$ cat src/rtl/fetch_decode_skid_if.sv
// Valid/ready handshake carrying one fetched instruction with its PC and PC+4.
// Producers use the master modport and consumers use the slave modport.
interface fetch_decode_skid_if #(
    parameter int DATA_WIDTH = 32
);
    logic                  valid;
    logic                  ready;
    logic [DATA_WIDTH-1:0] instr;
    logic [DATA_WIDTH-1:0] pc;
    logic [DATA_WIDTH-1:0] pc_plus;

    modport master (output valid, instr, pc, pc_plus, input ready);
    modport slave  (input valid, instr, pc, pc_plus, output ready);
endinterface

$ cat src/rtl/fetch_decode_skid.sv
// Two-entry skid buffer between fetch and decode. in_ready is a pure flop output,
// and decode-side outputs come straight from the main register.
module fetch_decode_skid #(
    parameter int                    DATA_WIDTH        = 32,
    parameter logic [DATA_WIDTH-1:0] NOP_INSTR         = DATA_WIDTH'(32'h0000_0013),
    parameter bit                    ZERO_PC_ON_BUBBLE = 1'b1
) (
    input  logic                       clk,
    input  logic                       rst_n,
    input  logic                       flush,
    fetch_decode_skid_if.slave         in_if,
    fetch_decode_skid_if.master        out_if,
    output logic [1:0]                 occ
);

    logic                  main_valid_q, main_valid_d;
    logic                  skid_valid_q, skid_valid_d;
    logic [DATA_WIDTH-1:0] main_instr_q, main_instr_d;
    logic [DATA_WIDTH-1:0] main_pc_q, main_pc_d;
    logic [DATA_WIDTH-1:0] main_pc_plus_q, main_pc_plus_d;
    logic [DATA_WIDTH-1:0] skid_instr_q, skid_instr_d;
    logic [DATA_WIDTH-1:0] skid_pc_q, skid_pc_d;
    logic [DATA_WIDTH-1:0] skid_pc_plus_q, skid_pc_plus_d;
    logic                  accept;
    logic                  drain;

    assign accept = in_if.valid && !skid_valid_q;
    assign drain  = main_valid_q && out_if.ready;

    always_comb begin
        main_valid_d   = main_valid_q;
        skid_valid_d   = skid_valid_q;
        main_instr_d   = main_instr_q;
        main_pc_d      = main_pc_q;
        main_pc_plus_d = main_pc_plus_q;
        skid_instr_d   = skid_instr_q;
        skid_pc_d      = skid_pc_q;
        skid_pc_plus_d = skid_pc_plus_q;

        if (flush) begin
            // Payloads keep their contents so a held PC stays visible when bubbles don't zero it.
            main_valid_d = 1'b0;
            skid_valid_d = 1'b0;
        end else if (!main_valid_q || (drain && !skid_valid_q)) begin
            main_valid_d = accept;
            if (accept) begin
                main_instr_d   = in_if.instr;
                main_pc_d      = in_if.pc;
                main_pc_plus_d = in_if.pc_plus;
            end
        end else if (drain) begin
            // Skid is valid here, so in_ready is low and no accept can race the move.
            main_valid_d   = 1'b1;
            skid_valid_d   = 1'b0;
            main_instr_d   = skid_instr_q;
            main_pc_d      = skid_pc_q;
            main_pc_plus_d = skid_pc_plus_q;
        end else if (accept) begin
            skid_valid_d   = 1'b1;
            skid_instr_d   = in_if.instr;
            skid_pc_d      = in_if.pc;
            skid_pc_plus_d = in_if.pc_plus;
        end
    end

    always_ff @(posedge clk or negedge rst_n) begin
        if (!rst_n) begin
            main_valid_q   <= 1'b0;
            skid_valid_q   <= 1'b0;
            main_instr_q   <= '0;
            main_pc_q      <= '0;
            main_pc_plus_q <= '0;
            skid_instr_q   <= '0;
            skid_pc_q      <= '0;
            skid_pc_plus_q <= '0;
        end else begin
            main_valid_q   <= main_valid_d;
            skid_valid_q   <= skid_valid_d;
            main_instr_q   <= main_instr_d;
            main_pc_q      <= main_pc_d;
            main_pc_plus_q <= main_pc_plus_d;
            skid_instr_q   <= skid_instr_d;
            skid_pc_q      <= skid_pc_d;
            skid_pc_plus_q <= skid_pc_plus_d;
        end
    end

    assign in_if.ready     = !skid_valid_q;
    assign out_if.valid    = main_valid_q;
    assign out_if.instr    = main_valid_q ? main_instr_q : NOP_INSTR;
    assign out_if.pc       = (main_valid_q || !ZERO_PC_ON_BUBBLE) ? main_pc_q : '0;
    assign out_if.pc_plus  = (main_valid_q || !ZERO_PC_ON_BUBBLE) ? main_pc_plus_q : '0;
    assign occ             = {1'b0, main_valid_q} + {1'b0, skid_valid_q};

endmodule

$ cat src/flat_wrapper.sv
// flat-port wrapper written by rule: the top's interface ports become plain ports
module fetch_decode_skid_flat 
#(
    parameter int                    DATA_WIDTH        = 32,
    parameter logic [DATA_WIDTH-1:0] NOP_INSTR         = DATA_WIDTH'(32'h0000_0013),
    parameter bit                    ZERO_PC_ON_BUBBLE = 1'b1
)
  (clk, rst_n, flush, occ, in_if_valid, in_if_instr, in_if_pc, in_if_pc_plus, in_if_ready, out_if_valid, out_if_instr, out_if_pc, out_if_pc_plus, out_if_ready);
  fetch_decode_skid_if #(.DATA_WIDTH(DATA_WIDTH)) in_if_i ();
  fetch_decode_skid_if #(.DATA_WIDTH(DATA_WIDTH)) out_if_i ();
  input  logic clk;
  input  logic rst_n;
  input  logic flush;
  output logic [1:0] occ;
  input wire logic [$bits(in_if_i.valid)-1:0] in_if_valid;
  input wire logic [$bits(in_if_i.instr)-1:0] in_if_instr;
  input wire logic [$bits(in_if_i.pc)-1:0] in_if_pc;
  input wire logic [$bits(in_if_i.pc_plus)-1:0] in_if_pc_plus;
  output wire logic [$bits(in_if_i.ready)-1:0] in_if_ready;
  output wire logic [$bits(out_if_i.valid)-1:0] out_if_valid;
  output wire logic [$bits(out_if_i.instr)-1:0] out_if_instr;
  output wire logic [$bits(out_if_i.pc)-1:0] out_if_pc;
  output wire logic [$bits(out_if_i.pc_plus)-1:0] out_if_pc_plus;
  input wire logic [$bits(out_if_i.ready)-1:0] out_if_ready;
  assign in_if_i.valid = in_if_valid;
  assign in_if_i.instr = in_if_instr;
  assign in_if_i.pc = in_if_pc;
  assign in_if_i.pc_plus = in_if_pc_plus;
  assign in_if_ready = in_if_i.ready;
  assign out_if_valid = out_if_i.valid;
  assign out_if_instr = out_if_i.instr;
  assign out_if_pc = out_if_i.pc;
  assign out_if_pc_plus = out_if_i.pc_plus;
  assign out_if_i.ready = out_if_ready;
  fetch_decode_skid #(.DATA_WIDTH(DATA_WIDTH), .NOP_INSTR(NOP_INSTR), .ZERO_PC_ON_BUBBLE(ZERO_PC_ON_BUBBLE)) u_core (.clk(clk), .rst_n(rst_n), .flush(flush), .in_if(in_if_i), .out_if(out_if_i), .occ(occ));
endmodule
$ cat config.mk
export PLATFORM = sky130hd
export DESIGN_NAME = fetch_decode_skid_flat
export DESIGN_NICKNAME = d
export VERILOG_FILES = /design/src/rtl/fetch_decode_skid_if.sv /design/src/rtl/fetch_decode_skid.sv /design/src/flat_wrapper.sv
export SDC_FILE = /design/constraint.sdc
export NUM_CORES = 1
export LEC_CHECK = 0
export ABC_AREA = 1
export BUFFER_PORTS_ARGS = -buffer_cell sky130_fd_sc_hd__buf_2
export CELL_PAD_IN_SITES_DETAIL_PLACEMENT = 1
export CELL_PAD_IN_SITES_GLOBAL_PLACEMENT = 1
export CORE_MARGIN = 5
export CORE_UTILIZATION = 40
export CTS_CLUSTER_DIAMETER = 150
export CTS_CLUSTER_SIZE = 8
export DETAILED_ROUTE_END_ITERATION = 7
export GPL_TIMING_DRIVEN = 1
export PLACE_DENSITY_LB_ADDON = 0.08
export SYNTH_ARGS = -nofsm -noshare
export SYNTH_HDL_FRONTEND = slang
export SYNTH_SLANG_ARGS = --single-unit
$ cat constraint.sdc
create_clock -name clk -period 4.35 [get_ports clk]
set_input_delay 0 -clock clk [delete_from_list [all_inputs] [get_ports clk]]
set_output_delay 0 -clock clk [all_outputs]
set_load 0.005 [all_outputs]
==> metrics.md, run 1 <==
| Metric | Value |
|---|---|
| M3 GR Usage | `3.03%` |
| Final count of pins violating max slew | `0` |
| Vias in the first global route | `around 9600` |
| WHS | `between 0.09 and 0.1 ns` |
| Critical-path top delay cell | `dfrtp_4` |
| Crit path top cell by count | `nand2_1` |
| DRT iter0 DRCs | `roughly 540` |
| Clock power share | `31.1%` |
| NumNets Final | `between 1500 and 2000` |
| Vias | `slightly above 9000` |
| Simple-gate share of the synthesized area | `between 30% and 40%` |
| Synth Instances | `1356` |
| Avg WL per Cell | `between 15 and 20 um` |
| Syn-to-layout area delta | `27.9%` |
| All-layer global routing usage | `22.2%` |
| Drt drc | `0` |
| Most frequent cells in the layout | `nand2_1 (577), buf_2 (199), nand3_1 (193), dfrtp_1 (193), inv_1 (190)` |
| Max Clock Skew | `approximately 0.013 ns` |
| Gpl congestion | `about 0.74` |
| Largest family of logic cells by synthesized area | `simple AND/OR/NAND/NOR gates` |
| Relative slew slack | `between 30% and 40%` |
| Yosys warns | `0` |
| Cell Rows | `57` |
| Clock transition at path regs | `approximately 0.070 ns` |
| Total core area | `between 20000 and 25000 um^2` |
| Grt ovf | `0` |
| Initial Util | `approximately two fifths` |
| Pwr dens | `~390 nW/um^2` |
| Complex-gate fraction of the synthesized area | `5.19%` |
| Dpl hpwl | `17600 um` |
| P_sw | `between 1.5 and 2 mW` |
| Fmax | `around 320 MHz` |
| Largest net degree at the start of global routing | `111` |
| Final setup TNS | `0 ns` |
| DR pass1 iterations | `4` |
| IR Drop Worst-Case VDD | `between 0.2 and 0.25 mV` |
| Crit path DAT | `around 3.5 ns` |
| Port Buffers | `200` |
| Post-synth cell types | `19` |
| Die area | `roughly 27000 um^2` |
| Chip height | `around 170 um` |
| Avg Cell Area, Syn | `approximately 7.1 um^2` |
| Die W | `166 um` |
| Post-synthesis mux area share | `0%` |
| RSZ-0062 raised after global routing | `false` |
| H-tree levels | `4` |
| Total wire length | `29600 um` |
| Crit path launch type | `register` |
| Seq cells post-synth | `194` |
| Worst skew pair latency | `approximately 0.44 ns` |
| Clk buf depth | `2` |
| Syn_nets | `around 1500` |
| Pwr Total | `roughly 4.9 mW` |
| Kind of critical path | `reg -> reg` |
| Final Setup Violations | `0` |
| CP max stage delay | `between 0.7 and 0.8 ns` |
| IO Count | `between 200 and 250` |
| Max cap viols | `0` |
| Fraction of synthesized cell area in xor and xnor cells | `0%` |
| Tcrit/Tclk final | `72.2%` |
| GR Util met1 | `29.1%` |
| Busiest grt layer | `met2` |
| CP max FO | `51` |
| Status | `finished, final reports clean` |
| Least-Margin Pin Slew | `0.971 ns` |
| P_int | `3.34 mW` |
| Root Buffer | `clkbuf_16` |
| Post-route ant nets | `0` |
| Switching Share | `a little under a third` |
| Critical Path End Type | `register` |
| Tmin final | `3.14 ns` |
| # fillers | `3111` |
| First-pass GRT wire length | `slightly below 50000 um` |
| Cell Area, Synth | `between 9000 and 10000 um^2` |
| Crit-path cells | `inv_2, nor2_2, clkinv_2, nand3_4, buf_4, nand2_1, nand2_1` |
| Met2 Usage GRT | `38.9%` |
| Initial antenna violation count | `4` |
| Most common cell after layout, fill and taps aside | `nand2_1` |
| Post_cts resized | `0` |
| Combinational share of power | `~20%` |
| CTS tree | `done` |
| Via density | `between 4 and 5` |
| Worst hold path class | `in -> reg` |
| Register area share after synthesis | `50.2%` |
| WP data required | `4.72 ns` |
| Sequential share of power | `about 49%` |
| Final Hold Fails | `0` |
| Leakage | `7.63 nW` |
| Layout cells sized above 1 | `between 10% and 20%` |
| Adder-Cell Fraction of Synth Area | `less than 1%` |
| Sink Count | `194` |
| Num CTS Buffers | `17` |
==> final timing paths <==
check,cells after the start,to,startpoint,slack [ns]
max in group asynchronous,3,u_core.main_pc_q[21],rst_n,3.11
worst min register to register,2,u_core.main_instr_q[1],u_core.main_instr_q[1],0.48
worst max-delay path,7,u_core.main_instr_q[10],u_core.out_if.valid,1.21
min in group asynchronous,2,u_core.skid_pc_plus_q[27],rst_n,0.22
worst min-delay path,3,u_core.out_if.valid,flush,0.1
worst max register to register,7,u_core.main_instr_q[10],u_core.out_if.valid,1.21
==> what timing repair did <==
item,in CTS,in global routing
setup endpoints to repair,0,0
endpoints found under the hold margin,302,0
hold buffers,100,0
buffers inserted,0,0
==> final cells by class <==
type                       instances  area, um^2  share of cell area, %
clock buffer                      18         429                   3.47
sequential                       194        4860                   39.3
antenna                            4        10.0                 0.0809
timing repair buffer             311        2110                   17.0
inverter                         193         726                   5.87
multi-input combinational        877        3720                   30.0
tap                              324         405                   3.28
clock inverter                    13         119                  0.961
==> metal layers <==
layer | vias to the layer above | part of all wire, %
met5 | - | 0
met4 | 0 | 1.3
met3 | 31 | 3.2
met2 | 161 | 50
met1 | 4451 | 46
li1 | 4602 | -
==> per-stage QoR <==
stage	utilization (%)	setup slack [ns]	std cells	instance area, um^2
final	51.5	1.21	1934	12400
after global routing	51.5	0.900	1934	12400
after CTS	51.4	1.17	1930	12400
after detailed placement	45.0	1.20	1799	10800
after global placement	45.0	1.29	1799	10800
after floorplan	-	2.97	1356	9680
==> flip-flops by register name, indices dropped and copies added, names as in the netlist <==
register,cells
u_core.main_pc_plus_q,32
u_core.skid_valid_q,1
u_core.main_pc_q,32
u_core.skid_pc_q,32
u_core.skid_instr_q,32
u_core.out_if.valid,1
u_core.skid_pc_plus_q,32
u_core.main_instr_q,32
==> Yosys cell counts <==
cell	count	area share, %
buf_4	6	0.47
clkbuf_1	51	2.0
inv_2	3	0.12
buf_2	23	1.2
nand2_1	577	22
a21oi_1	1	0.052
ha_1	1	0.13
nand3_2	1	0.10
a21oi_4	1	0.17
dfrtp_1	194	50
inv_1	190	7.4
buf_1	12	0.47
o21ai_1	77	4.0
nand3_1	193	10
o21ai_0	19	0.98
or2_2	3	0.19
nor2_2	1	0.065
nand2_2	2	0.13
nand4_1	1	0.065
==> cells by family (layout without fill, tap and decap cells) <==
logic type / Yosys count / after routing
other cells: 0 / 4
simple gates: 778 / 778
fa+ha+maj: 1 / 1
buf+inv: 285 / 535
compound gates: 98 / 98
flops: 194 / 194
==> power groups by stage <==
stage / logic [mW] / clock network (mW) / registers (mW)
CTS: 0.967 / 1.55 / 2.40
floorplan: 0.590 / 0 / 2.37
finish: 0.948 / 1.51 / 2.40
detailed placement: 0.892 / 0 / 2.43
global route: 1.10 / 1.63 / 2.45
global placement: 0.857 / 0 / 2.42
==> critical path: cells and delay by family, from the launching register on <==
kind                   cells  cell delay [ns]
buffers and inverters      3             1.17
flip-flops                 1             0.75
AND/OR/NAND/NOR            4             1.09
Power figures use the tool's default switching activity.
==> run 2, diff against run 1 <==
--- a/config.mk
+++ b/config.mk
@@ -5,7 +5,7 @@
 export SDC_FILE = /design/constraint.sdc
 export NUM_CORES = 1
 export LEC_CHECK = 0
-export ABC_AREA = 1
+export ABC_AREA = 0
 export BUFFER_PORTS_ARGS = -buffer_cell sky130_fd_sc_hd__buf_2
 export CELL_PAD_IN_SITES_DETAIL_PLACEMENT = 1
 export CELL_PAD_IN_SITES_GLOBAL_PLACEMENT = 1
==> constraint.sdc (replaced) <==
create_clock -name clk -period 2.9 [get_ports clk]
set_input_delay 0 -clock clk [delete_from_list [all_inputs] [get_ports clk]]
set_output_delay 0 -clock clk [all_outputs]
set_load 0.005 [all_outputs]
==> run 2 against run 1 <==
  * Die area fell by 9.3%
  * Critical path depth fell by 3
  * Sequential cell count did not move
  * Non-clock buffer count did not move
  * Register-to-register slack got worse by 0.64 ns
  * Total power rose by 57%
  * Core utilization rose by 2.0 points
  * Cell count fell by 32%
  * Largest power group unchanged
==> metrics.md, run 2 <==
| Metric | Value |
|---|---|
| Status | `finished, final reports clean (unchanged)` |
| Most area-consuming cells after synthesis | `dfrtp_1 (56%), mux2_2 (12%), mux2i_1 (11%), and2_1 (6.7%), a21oi_1 (5.6%) (was dfrtp_1 (50%), nand2_1 (22%), nand3_1 (10%), inv_1 (7.4%), o21ai_1 (4.0%))` |
| Least-Margin Pin Slew | `0.787 ns (was 0.971 ns)` |
| Max Clock Skew | `0.00821 ns (was 0.0131 ns)` |
| Kind of critical path | `reg -> reg (unchanged)` |
| Relative slew slack | `47.3% (was 35.2%)` |
| Via density | `4.92 (was 4.78)` |
| Switching Share | `28.1% (was 31.4%)` |
| H-tree levels | `4 (unchanged)` |
| Worst hold path class | `in -> async (was in -> reg)` |
| Async set or reset register ratio after synthesis | `100% (unchanged)` |
| Post-route ant nets | `0 (unchanged)` |
| Most frequent cells in the layout | `buf_2 (199), dfrtp_1 (193), dlygate4sd3_1 (101) (was nand2_1 (577), buf_2 (199), nand3_1 (193), dfrtp_1 (193), inv_1 (190))` |
| Total wire length | `23200 um (was 29600 um)` |
| CTS tree | `done (unchanged)` |
| P_sw | `2.15 mW (was 1.52 mW)` |
| Largest net degree at the start of global routing | `99 (was 111)` |
| Initial Util | `40.3% (about the same)` |
| Vias in the first global route | `7483 (was 9580)` |
| Layout cells sized above 1 | `33.3% (was 15.8%)` |
| Sequential Area | `4860 um^2 (about the same)` |
| Crit path DAT | `2.63 ns (was 3.51 ns)` |
| DRT iter0 DRCs | `246 (was 538)` |
| Final Instance Area | `11600 um^2 (was 12400 um^2)` |
| Critical-path top delay cell | `o21ai_4 (was dfrtp_4)` |
| Avg Cell Area, Syn | `11.8 um^2 (was 7.14 um^2)` |
| Sequential share of power | `49.2% (was 49.4%)` |
| Avg WL per Cell | `17.6 um (was 15.3 um)` |
| Tcrit/Tclk final | `80.2% (was 72.2%)` |
| Main synth FF type | `dfrtp_1 (unchanged)` |
| Syn-to-layout area delta | `32.6% (was 27.9%)` |
| WP data required | `3.20 ns (was 4.72 ns)` |
| Max cap viols | `0 (unchanged)` |
| Area leader, netlist | `dfrtp_1 (unchanged)` |
| Synth top area share | `55.7% (was 50.2%)` |
| IR Drop Worst-Case VDD | `0.395 mV (was 0.223 mV)` |
| Complex-gate fraction of the synthesized area | `5.91% (was 5.19%)` |
| Worst r2r src | `u_core.skid_valid_q (was u_core.out_if.valid)` |
| Chip height | `158 um (was 166 um)` |
| Clock transition at path regs | `0.07 ns (about the same)` |
| Adder-Cell Fraction of Synth Area | `0.143% (was 0.129%)` |
| Synth Instances | `741 (was 1356)` |
| Most common cell after layout, fill and taps aside | `buf_2 (was nand2_1)` |
| Simple-gate share of the synthesized area | `11.4% (was 32.9%)` |
| Tmin final | `2.33 ns (was 3.14 ns)` |
| RSZ-0062 raised after global routing | `false (unchanged)` |
| All-layer global routing usage | `19.1% (was 22.2%)` |
| Largest family of logic cells by synthesized area | `multiplexers (was simple AND/OR/NAND/NOR gates)` |
| Clk buf depth | `2 (unchanged)` |
| Clock power share | `30.7% (was 31.1%)` |
| Pwr dens | `659 nW/um^2 (was 393 nW/um^2)` |
| Die W | `158 um (was 166 um)` |
| Post-synth cell types | `19 (unchanged)` |
| Seq cells post-synth | `194 (unchanged)` |
| Leakage | `5.89 nW (was 7.63 nW)` |
| Placed Instance Area | `9960 um^2 (was 10800 um^2)` |
| First-pass GRT wire length | `38000 um (was 48800 um)` |
| # fillers | `2321 (was 3111)` |
| Dpl hpwl | `14600 um (was 17600 um)` |
| Register area share after synthesis | `55.7% (was 50.2%)` |
| IO Count | `201 (unchanged)` |
| Most numerous cell in the Yosys netlist | `dfrtp_1 (was nand2_1)` |
| Syn_nets | `843 (was 1458)` |
| Synth top cells by count | `dfrtp_1 (194), a21oi_1 (98), nor2_1 (97) (was nand2_1 (577), dfrtp_1 (194), nand3_1 (193))` |
| Post-synthesis mux area share | `23.4% (was 0%)` |
| Port Buffers | `200 (unchanged)` |
| Post-synth EDFFs | `0 (unchanged)` |
| R2r endpoint | `u_core.out_if.valid (was u_core.main_instr_q[10])` |
| Footprint of the multi-input gates | `3590 um^2 (was 3720 um^2)` |
| Root Buffer | `clkbuf_16 (unchanged)` |
| Yosys warns | `0 (unchanged)` |
| Initial antenna violation count | `1 (was 4)` |
| Crit-path cells | `o21ai_4, buf_12, a21oi_1, dlygate4sd3_1 (was inv_2, nor2_2, clkinv_2, nand3_4, buf_4, nand2_1, nand2_1)` |
| Post-CTS setup buffers | `0 (unchanged)` |
| Final Setup Violations | `0 (unchanged)` |
| Worst skew pair latency | `0.43 ns (was 0.44 ns)` |
| Combinational share of power | `20.1% (was 19.5%)` |
| DR pass1 iterations | `6 (was 4)` |
| Fraction of synthesized cell area in xor and xnor cells | `0% (unchanged)` |
| Die area | `24900 um^2 (was 27400 um^2)` |
| Grt ovf | `0 (unchanged)` |
| Util after Layout | `53.5% (was 51.5%)` |
| CP max stage delay | `0.67 ns (was 0.75 ns)` |
| Sink Count | `194 (unchanged)` |
| Final worst slack | `0.573 ns (was 1.21 ns)` |
| Final Hold Fails | `0 (unchanged)` |
| Dpl ws | `0.778 ns (was 1.20 ns)` |
| Cell Rows | `54 (was 57)` |
| Critical Path End Type | `register (unchanged)` |
| Cell Area, Synth | `8720 um^2 (was 9680 um^2)` |
| Num CTS Buffers | `17 (unchanged)` |
| R2r worst-path depth | `4 (was 7)` |
| Crit path launch type | `register (unchanged)` |
| P_int | `5.48 mW (was 3.34 mW)` |
| CP max FO | `42 (was 51)` |
| Gpl congestion | `0.745 (was 0.741)` |
| Drt drc | `0 (unchanged)` |
| Final setup TNS | `0 ns (unchanged)` |
| Total core area | `21600 um^2 (was 24000 um^2)` |
| FF-to-FF setup slack | `0.57 ns (was 1.21 ns)` |
| Final count of pins violating max slew | `0 (unchanged)` |
| NumNets Final | `1120 (was 1696)` |
| Vias | `6463 (was 9245)` |
| Fmax | `430 MHz (was 318 MHz)` |
## run 2: worst max-delay path: cells and delay by family, from the launching register on
family	cells	cell delay [ns]
buf+inv	2	0.93
flops	1	0.47
compound gates	2	0.80
## run 2: stage by stage
step	power, mW	hold slack (ns)	std cells
floorplan	4.64	-0.296	741
global placement	5.09	0.0552	1178
detailed placement	5.24	0.0763	1178
CTS	7.73	0.171	1311
global route	8.10	0.222	1312
finish	7.62	0.143	1313
## run 2: logic make-up (layout without fill, tap and decap cells)
group | Yosys count | in the layout
multiplexers | 192 | 192
flip-flops | 194 | 194
buffers and inverters | 55 | 345
AND/OR/NAND/NOR | 198 | 198
AO/OA/AOI/OAI | 101 | 101
other | 0 | 2
adder cells (fa/ha/maj) | 1 | 1
## run 2: power groups by stage
stage | Combinational, mW | Sequential (mW) | Clock, mW
finish | 1.53 | 3.75 | 2.34
global route | 1.73 | 3.83 | 2.54
CTS | 1.56 | 3.75 | 2.42
detailed placement | 1.44 | 3.79 | 0
global placement | 1.36 | 3.73 | 0
floorplan | 0.973 | 3.66 | 0
## run 2: cell type report
cell class | count | area share, %
tap | 280 | 3.03
sequential | 194 | 42.0
timing repair buffer | 311 | 18.8
inverter | 2 | 0.0649
antenna | 2 | 0.0433
multi-input combinational | 492 | 31.1
clock buffer | 18 | 3.80
clock inverter | 14 | 1.26
## run 2: worst max-delay path by stage
stage / from / end / slack [ns] / depth (start not counted)
2_1_floorplan: u_core.out_if.valid / u_core.main_pc_plus_q[10] / 1.35 / 7
3_3_place_gp: u_core.out_if.valid / u_core.main_pc_plus_q[22] / 0.86 / 5
3_5_place_dp: u_core.out_if.valid / u_core.main_pc_plus_q[23] / 0.78 / 5
4_1_cts: u_core.skid_valid_q / u_core.out_if.valid / 0.53 / 4
5_1_grt: u_core.skid_valid_q / u_core.out_if.valid / 0.47 / 4
6_report: u_core.skid_valid_q / u_core.out_if.valid / 0.57 / 4
## run 2: routing by layer
layer	track usage (%)	wire length, um
met5	0	0
met4	6.19	391
met3	4.35	1120
met2	34.1	12100
met1	22.8	9530
## run 2: repair_timing
action | CTS | global route
endpoints found under the hold margin | 270 | 0
hold buffers | 101 | 0
gates resized for setup | 0 | 0
